==> config.mk <==
export PLATFORM = sky130hd
export DESIGN_NAME = ftsd_scan_ctrl_flat
export DESIGN_NICKNAME = d
export VERILOG_FILES = /design/src/rtl/ftsd_scan_ctrl_pkg.sv /design/src/rtl/ftsd_scan_ctrl_if.sv /design/src/rtl/ftsd_scan_ctrl_hex2seg.sv /design/src/rtl/ftsd_scan_ctrl.sv /design/src/flat_wrapper.sv
export SDC_FILE = /design/constraint.sdc
export NUM_CORES = 1
export LEC_CHECK = 0
export ABC_AREA = 1
export BUFFER_PORTS_ARGS = -buffer_cell sky130_fd_sc_hd__buf_4
export CAP_MARGIN = 40
export CORE_ASPECT_RATIO = 0.6
export CORE_UTILIZATION = 50
export CTS_BUF_LIST = sky130_fd_sc_hd__clkbuf_8
export CTS_CLUSTER_SIZE = 40
export DETAILED_ROUTE_END_ITERATION = 8
export PLACE_DENSITY = 0.79
export SLEW_MARGIN = 20
export SYNTH_ARGS = -nofsm -noshare
export SYNTH_HDL_FRONTEND = slang
export SYNTH_SLANG_ARGS = --single-unit
==> constraint.sdc <==
create_clock -name clk -period 2.7 [get_ports clk]
set_input_delay 0 -clock clk [delete_from_list [all_inputs] [get_ports clk]]
set_output_delay 0 -clock clk [all_outputs]
set_load 0.01 [all_outputs]
==> src/rtl/ftsd_scan_ctrl_pkg.sv <==
// Shared constants for the seven-segment scanner: active-low segment codes {a..g,dp}, dp off.
package ftsd_scan_ctrl_pkg;

  localparam logic [7:0] SEG_0   = 8'b0000_0011;
  localparam logic [7:0] SEG_1   = 8'b1001_1111;
  localparam logic [7:0] SEG_2   = 8'b0010_0101;
  localparam logic [7:0] SEG_3   = 8'b0000_1101;
  localparam logic [7:0] SEG_4   = 8'b1001_1001;
  localparam logic [7:0] SEG_5   = 8'b0100_1001;
  localparam logic [7:0] SEG_6   = 8'b0100_0001;
  localparam logic [7:0] SEG_7   = 8'b0001_1111;
  localparam logic [7:0] SEG_8   = 8'b0000_0001;
  localparam logic [7:0] SEG_9   = 8'b0000_1001;
  localparam logic [7:0] SEG_A   = 8'b0001_0001;
  localparam logic [7:0] SEG_B   = 8'b1100_0001;
  localparam logic [7:0] SEG_C   = 8'b0110_0011;
  localparam logic [7:0] SEG_D   = 8'b1000_0101;
  localparam logic [7:0] SEG_E   = 8'b0110_0001;
  localparam logic [7:0] SEG_F   = 8'b0111_0001;
  localparam logic [7:0] SEG_OFF = 8'hFF;

  // Merge a decoded a..g pattern with an active-high dp request into the active-low pin byte.
  function automatic logic [7:0] seg_with_dp(input logic [6:0] abcdefg, input logic dp);
    return {abcdefg, ~dp};
  endfunction

endpackage

==> src/rtl/ftsd_scan_ctrl_if.sv <==
// Display bus between the application datapath (master) and the scanner (slave).
interface ftsd_if #(
  parameter int DIGITS = 4
);
  logic                  en;
  logic [4*DIGITS-1:0]   digits_in;
  logic [DIGITS-1:0]     dp_in;
  logic [DIGITS-1:0]     blank_in;
  logic [DIGITS-1:0]     ftsd_ctl;
  logic [7:0]            segment;
  logic                  frame_done;

  modport master (
    output en, digits_in, dp_in, blank_in,
    input  ftsd_ctl, segment, frame_done
  );

  modport slave (
    input  en, digits_in, dp_in, blank_in,
    output ftsd_ctl, segment, frame_done
  );
endinterface

==> src/rtl/ftsd_scan_ctrl_hex2seg.sv <==
// Combinational hex nibble to active-low a..g segment pattern; decimal point handled by the caller.
module ftsd_hex2seg
  import ftsd_scan_ctrl_pkg::*;
(
  input  logic [3:0] hex,
  output logic [6:0] seg
);

  // Hex lookup, top seven bits of each packed code.
  always_comb begin
    seg = SEG_OFF[7:1];
    case (hex)
      4'h0:    seg = SEG_0[7:1];
      4'h1:    seg = SEG_1[7:1];
      4'h2:    seg = SEG_2[7:1];
      4'h3:    seg = SEG_3[7:1];
      4'h4:    seg = SEG_4[7:1];
      4'h5:    seg = SEG_5[7:1];
      4'h6:    seg = SEG_6[7:1];
      4'h7:    seg = SEG_7[7:1];
      4'h8:    seg = SEG_8[7:1];
      4'h9:    seg = SEG_9[7:1];
      4'hA:    seg = SEG_A[7:1];
      4'hB:    seg = SEG_B[7:1];
      4'hC:    seg = SEG_C[7:1];
      4'hD:    seg = SEG_D[7:1];
      4'hE:    seg = SEG_E[7:1];
      4'hF:    seg = SEG_F[7:1];
      default: seg = SEG_OFF[7:1];
    endcase
  end

endmodule

==> src/rtl/ftsd_scan_ctrl.sv <==
// Multiplexed seven-segment scanner with per-frame tear-free snapshot of digit values.
// Optional leading-zero blanking is enabled by defining FTSD_LZB_EN.
module ftsd_scan_ctrl
  import ftsd_scan_ctrl_pkg::*;
#(
  parameter int DIGITS   = 4,
  parameter int SCAN_DIV = 50000
) (
  input  logic   clk,
  input  logic   rst,
  ftsd_if.slave  bus
);

  localparam int PW = (SCAN_DIV > 1) ? $clog2(SCAN_DIV) : 1;
  localparam int IW = (DIGITS > 1) ? $clog2(DIGITS) : 1;
  localparam logic [PW-1:0] PRESC_MAX = PW'(SCAN_DIV - 1);
  localparam logic [IW-1:0] IDX_MAX   = IW'(DIGITS - 1);

  logic [PW-1:0]         presc_r;
  logic [IW-1:0]         idx_r;
  logic [4*DIGITS-1:0]   dig_sh_r;
  logic [DIGITS-1:0]     dp_sh_r;
  logic [DIGITS-1:0]     blank_sh_r;
  logic                  first_r;
  logic [DIGITS-1:0]     ctl_r;
  logic [7:0]            seg_r;
  logic                  fd_r;

  logic                  tick_s;
  logic                  wrap_s;
  logic [DIGITS-1:0]     lzb_s;
  logic [3:0]            sel_dig_s;
  logic                  sel_dp_s;
  logic                  sel_blank_s;
  logic [DIGITS-1:0]     ctl_s;
  logic [6:0]            seg7_s;
  logic [7:0]            seg_s;

  assign tick_s = bus.en & (presc_r == PRESC_MAX);
  assign wrap_s = tick_s & (idx_r == IDX_MAX);

`ifdef FTSD_LZB_EN
  logic zero_above_s;

  // Leading-zero mask: digit k dark while it and every higher shadow digit are zero.
  always_comb begin
    lzb_s        = {DIGITS{1'b0}};
    zero_above_s = 1'b1;
    for (int k = DIGITS - 1; k >= 1; k--) begin
      zero_above_s = zero_above_s & (dig_sh_r[4*k +: 4] == 4'h0);
      lzb_s[k]     = zero_above_s;
    end
  end
`else
  assign lzb_s = {DIGITS{1'b0}};
`endif

  // Select the shadow fields of the digit currently addressed by idx and build its enable.
  always_comb begin
    sel_dig_s   = 4'h0;
    sel_dp_s    = 1'b0;
    sel_blank_s = 1'b0;
    ctl_s       = {DIGITS{1'b1}};
    for (int k = 0; k < DIGITS; k++) begin
      sel_dig_s   = sel_dig_s | (dig_sh_r[4*k +: 4] & {4{idx_r == IW'(k)}});
      sel_dp_s    = sel_dp_s | (dp_sh_r[k] & (idx_r == IW'(k)));
      sel_blank_s = sel_blank_s | ((blank_sh_r[k] | lzb_s[k]) & (idx_r == IW'(k)));
      ctl_s[k]    = (idx_r != IW'(k));
    end
  end

  ftsd_hex2seg u_hex2seg (
    .hex (sel_dig_s),
    .seg (seg7_s)
  );

  assign seg_s = seg_with_dp(sel_blank_s ? 7'h7F : seg7_s, sel_dp_s);

  // Refresh prescaler, digit index and per-frame shadow snapshot.
  always_ff @(posedge clk) begin
    if (rst) begin
      presc_r    <= {PW{1'b0}};
      idx_r      <= {IW{1'b0}};
      dig_sh_r   <= {(4*DIGITS){1'b0}};
      dp_sh_r    <= {DIGITS{1'b0}};
      blank_sh_r <= {DIGITS{1'b0}};
      first_r    <= 1'b1;
    end else begin
      if (bus.en) begin
        presc_r <= (presc_r == PRESC_MAX) ? {PW{1'b0}} : presc_r + PW'(1);
      end
      if (tick_s) begin
        idx_r <= (idx_r == IDX_MAX) ? {IW{1'b0}} : idx_r + IW'(1);
      end
      // The very first edge out of reset loads shadows so the first frame is not all zeros.
      if (wrap_s | first_r) begin
        dig_sh_r   <= bus.digits_in;
        dp_sh_r    <= bus.dp_in;
        blank_sh_r <= bus.blank_in;
      end
      first_r <= 1'b0;
    end
  end

  // Registered pin stage, one clock behind idx; dark while disabled or in reset.
  always_ff @(posedge clk) begin
    if (rst) begin
      ctl_r <= {DIGITS{1'b1}};
      seg_r <= SEG_OFF;
      fd_r  <= 1'b0;
    end else begin
      fd_r <= wrap_s;
      if (bus.en) begin
        ctl_r <= ctl_s;
        seg_r <= seg_s;
      end else begin
        ctl_r <= {DIGITS{1'b1}};
        seg_r <= SEG_OFF;
      end
    end
  end

  assign bus.ftsd_ctl   = ctl_r;
  assign bus.segment    = seg_r;
  assign bus.frame_done = fd_r;

endmodule

==> src/flat_wrapper.sv <==
// flat-port wrapper written by rule: the top's interface ports become plain ports
module ftsd_scan_ctrl_flat import ftsd_scan_ctrl_pkg::*;
#(
  parameter int DIGITS   = 4,
  parameter int SCAN_DIV = 50000
)
  (clk, rst, bus_en, bus_digits_in, bus_dp_in, bus_blank_in, bus_ftsd_ctl, bus_segment, bus_frame_done);
  ftsd_if #(.DIGITS(DIGITS)) bus_i ();
  input  logic clk;
  input  logic rst;
  input wire logic [$bits(bus_i.en)-1:0] bus_en;
  input wire logic [$bits(bus_i.digits_in)-1:0] bus_digits_in;
  input wire logic [$bits(bus_i.dp_in)-1:0] bus_dp_in;
  input wire logic [$bits(bus_i.blank_in)-1:0] bus_blank_in;
  output wire logic [$bits(bus_i.ftsd_ctl)-1:0] bus_ftsd_ctl;
  output wire logic [$bits(bus_i.segment)-1:0] bus_segment;
  output wire logic [$bits(bus_i.frame_done)-1:0] bus_frame_done;
  assign bus_i.en = bus_en;
  assign bus_i.digits_in = bus_digits_in;
  assign bus_i.dp_in = bus_dp_in;
  assign bus_i.blank_in = bus_blank_in;
  assign bus_ftsd_ctl = bus_i.ftsd_ctl;
  assign bus_segment = bus_i.segment;
  assign bus_frame_done = bus_i.frame_done;
  ftsd_scan_ctrl #(.DIGITS(DIGITS), .SCAN_DIV(SCAN_DIV)) u_core (.clk(clk), .rst(rst), .bus(bus_i));
endmodule
==> flow_metrics.py <==
metrics = {
    "cells_and_area": {
        "drive_gt1_share_pct": 18.4,
        "multi_input_area_um2": 1440,
        "antenna_cells": 0,
        "fill_cells": 464,
        "final_net_count": 505,
        "regArea_um2": 1120,
        "finalNonFillerCells": 544,
        "areaGrowthSynthToFinish_pct": 23.7,
    },
    "critical_path": {
        "cp-start-kind": "flip-flop",
        "required_ns": 2.96,
        "critPathKind": "flip-flop to flip-flop",
        "reg2reg_depth": 11,
        "cpPeakStageDelay_ns": 0.39,
        "crit_path_frequent_cell": "inv_1",
        "slowest_stage": "dfxtp_1",
        "reg2reg_to": "u_core.bus.segment[5]",
        "path_max_fanout": 6,
        "r2r-start": "u_core.idx_r[1]",
        "worstPathCellList": "inv_1 -> ha_1 -> inv_1 -> o22ai_1 -> nor2_1 -> inv_1 -> ha_1 -> or2_2 -> nand2_1 -> o21ai_1 -> nand2_1",
        "r2r_setup_slack_ns": 0.40,
        "worst_setup_path_end_kind": "flip-flop",
        "cp.arrival_ns": 2.56,
    },
    "min_path": {
        "hold_end": "u_core.presc_r[11]",
        "whs_path_depth": 3,
        "worstHoldStart": "bus_en",
        "hold_path.class": "primary input to flip-flop",
    },
    "floorplanning": {
        "rows": 20,
        "die_y_um": 60.6,
        "dieArea_um2": 6040,
        "coreArea_um2": 5280,
        "ios": 40,
        "die_w_um": 99.7,
        "start_util_pct": 54.2,
    },
    "sta": {
        "report.final.slew_viol_count": 0,
        "post-route-min-period_ns": 2.30,
        "skew_ns": 0.00571,
        "rsz0062_at_grt": "false",
        "relSlewSlack_pct": 60.4,
        "finalSetupViolations": 0,
        "hold_violations": 0,
        "fmax_mhz": 434,
        "tightest_slew_ns": 0.591,
        "setup_tns_ns": 0,
        "period_share_pct": 85.3,
    },
    "detailed_routing": {
        "drt_wl_total_um": 6630,
        "vias_per_cell": 4.96,
        "ant_nets": 0,
        "wl_per_cell_um": 12.2,
        "first_iter_violations": 118,
        "first_pass_iters": 6,
        "vias": 2697,
        "drcViolationCount": 0,
    },
    "synthesis": {
        "syn_area_um2": 2860,
        "postSynthAreaPerCell_um2": 7.05,
        "synth_cell_types": 29,
        "syn_inst": 406,
        "synth.yosys.seq_area_share_pct": 39.2,
        "synth-seq-cells": 56,
        "yosys_warnings": 0,
        "synth_fp_nets": 444,
    },
    "place": {
        "gp_congestion": 0.885,
        "dpl.hpwl_um": 4820,
        "io_buffers": 39,
        "dp.cells": 512,
    },
    "clock_network": {
        "cts.sinks": 56,
        "cts_resized": 0,
        "cts_root_buffer": "clkbuf_8",
        "cts-buffers-inserted": 5,
        "clkLatencyLatePin_ns": 0.30,
        "cts_tree": "built",
        "cts-hold-fix-buffers": 25,
        "clockBufferDepth": 2,
        "htreeDepth": 2,
        "post_cts_buffers": 0,
        "clk_pin_slew_ns": 0.09,
    },
    "job": {
        "max-cap-violations": 0,
    },
    "pwr": {
        "total_leakage_power_uw": 0.00163,
        "vdd_ir_drop_max_v": 0.000353,
        "p_per_area_nw_per_um2": 454,
    },
    "grt": {
        "grt_max_degree": 49,
        "grt_pass1_vias": 2423,
        "grt_pass1_wl_um": 11100,
        "grt_overflow": 0,
        "grt_util_all_layers_pct": 23.8,
        "antenna_found_initial": 0,
    },
    "run_status": {
        "status": "finished clean",
    },
}
-- worst max path at each step --
stage                     from                    end  slack (ns)  depth (start not counted)
6_report       u_core.idx_r[1]  u_core.bus.segment[5]        0.40                         11
5_1_grt        u_core.idx_r[0]  u_core.bus.segment[5]        0.24                         11
4_1_cts        u_core.idx_r[0]  u_core.bus.segment[7]        0.44                         10
3_5_place_dp   u_core.idx_r[0]  u_core.bus.segment[7]        0.45                         10
3_3_place_gp   u_core.idx_r[0]  u_core.bus.segment[7]        0.62                         10
2_1_floorplan  u_core.idx_r[0]  u_core.bus.segment[7]        0.72                         10
-- kinds of logic (layout without fill, tap and decap cells) --
kind of cell / count (synthesis) / in the layout / synth area share (%)
AOI/OAI and AO/OA: 55 / 55 / 12.8
xor gates and xnor gates: 4 / 4 / 1.22
adders and majority gates: 11 / 11 / 4.81
buffers and inverters: 72 / 133 / 10.5
DFF: 56 / 56 / 39.2
and+or+nand+nor: 208 / 208 / 31.5
-- cells in the mapped netlist --
| cell type | instances | area [µm²] |
|---|---|---|
| nor2_4 | 3 | 33.8 |
| buf_4 | 1 | 7.51 |
| o21ai_1 | 5 | 25.0 |
| clkbuf_1 | 5 | 18.8 |
| nor3_4 | 1 | 16.3 |
| nand2_1 | 91 | 342 |
| inv_1 | 52 | 195 |
| nor2_1 | 62 | 233 |
| nor2_2 | 2 | 12.5 |
| a21oi_1 | 15 | 75.1 |
| nand3b_1 | 1 | 7.51 |
| buf_2 | 4 | 20.0 |
| inv_2 | 6 | 22.5 |
| or2_2 | 1 | 6.26 |
| a21oi_2 | 20 | 175 |
| xor2_1 | 4 | 35.0 |
| a31o_2 | 1 | 8.76 |
| nand2_2 | 2 | 12.5 |
| o211ai_1 | 1 | 7.51 |
| nand3_1 | 37 | 185 |
| nand4_2 | 1 | 12.5 |
| buf_6 | 3 | 33.8 |
| nand4_1 | 4 | 25.0 |
| o22ai_1 | 8 | 50.1 |
| nor3_1 | 3 | 15.0 |
| clkinv_1 | 1 | 3.75 |
| dfxtp_1 | 56 | 1120 |
| ha_1 | 11 | 138 |
| o21ai_0 | 5 | 25.0 |
-- through the flow --
step                      utilization [%]  setup WS [ns]  total power [µW]  instance area, µm²  hold WS [ns]
after CTS                            67.1          0.439              1610                3540        0.0327
after global routing                 67.1          0.242              1680                3540        0.0609
after detailed placement             60.5          0.450              1110                3190         0.181
after floorplan                         -          0.720              1030                2860        0.0277
final                                67.1          0.397              1610                3540        0.0472
after global placement               60.5          0.621              1110                3190         0.184
-- critical path: cells and delay by family, from the launching register on --
family	cells	cell delay [ns]
and+or+nand+nor	4	0.80
buffers and inverters	3	0.38
DFF	1	0.39
adders and majority gates	2	0.52
AOI/OAI and AO/OA	2	0.16
-- registers in the layout, summed over array words and instances, names as in the netlist --
name                   count
u_core.blank_sh_r          4
u_core.dig_sh_r           16
u_core.bus.frame_done      1
u_core.first_r             1
u_core.bus.ftsd_ctl        4
u_core.dp_sh_r             4
u_core.idx_r               2
u_core.presc_r            16
u_core.bus.segment         8
-- cell type report --
| type | count | share of cell area, % |
|---|---|---|
| Sequential cell | 56 | 31.7 |
| Tap cell | 77 | 2.72 |
| Clock buffer | 7 | 2.72 |
| Timing Repair Buffer | 67 | 16.0 |
| Multi-Input combinational cell | 278 | 40.7 |
| Inverter | 59 | 6.25 |
-- placed cells by master, fill, tap and decap left out, drive strengths merged --
| cell type | Yosys | layout |
|---|---|---|
| nor2 | 67 | 67 |
| buf | 8 | 42 |
| inv | 58 | 57 |
| nand4 | 5 | 5 |
| nor3 | 4 | 4 |
| a21oi | 35 | 35 |
| clkbuf | 5 | 7 |
| ha | 11 | 11 |
| clkinv | 1 | 2 |
| nand2 | 93 | 93 |
| xor2 | 4 | 4 |
| nand3b | 1 | 1 |
| or2 | 1 | 1 |
| o22ai | 8 | 8 |
| a31o | 1 | 1 |
| o211ai | 1 | 1 |
| dlygate4sd3 | 0 | 25 |
| dfxtp | 56 | 56 |
| o21ai | 10 | 10 |
| nand3 | 37 | 37 |
-- where the power goes --
group	total, µW	switching, µW	internal [µW]
sequential	879	16.1	863
combinational	248	132	116
clock	481	253	229
-- routing by layer --
layer | routed length (µm) | global-route usage [%] | share of wire [%]
met2 | 2660 | 36.6 | 40
met1 | 3430 | 34.3 | 52
met5 | 0 | 0 | 0
met3 | 482 | 5.76 | 7.3
met4 | 68 | 5.46 | 1.0
(Power assumes the default switching activity.)
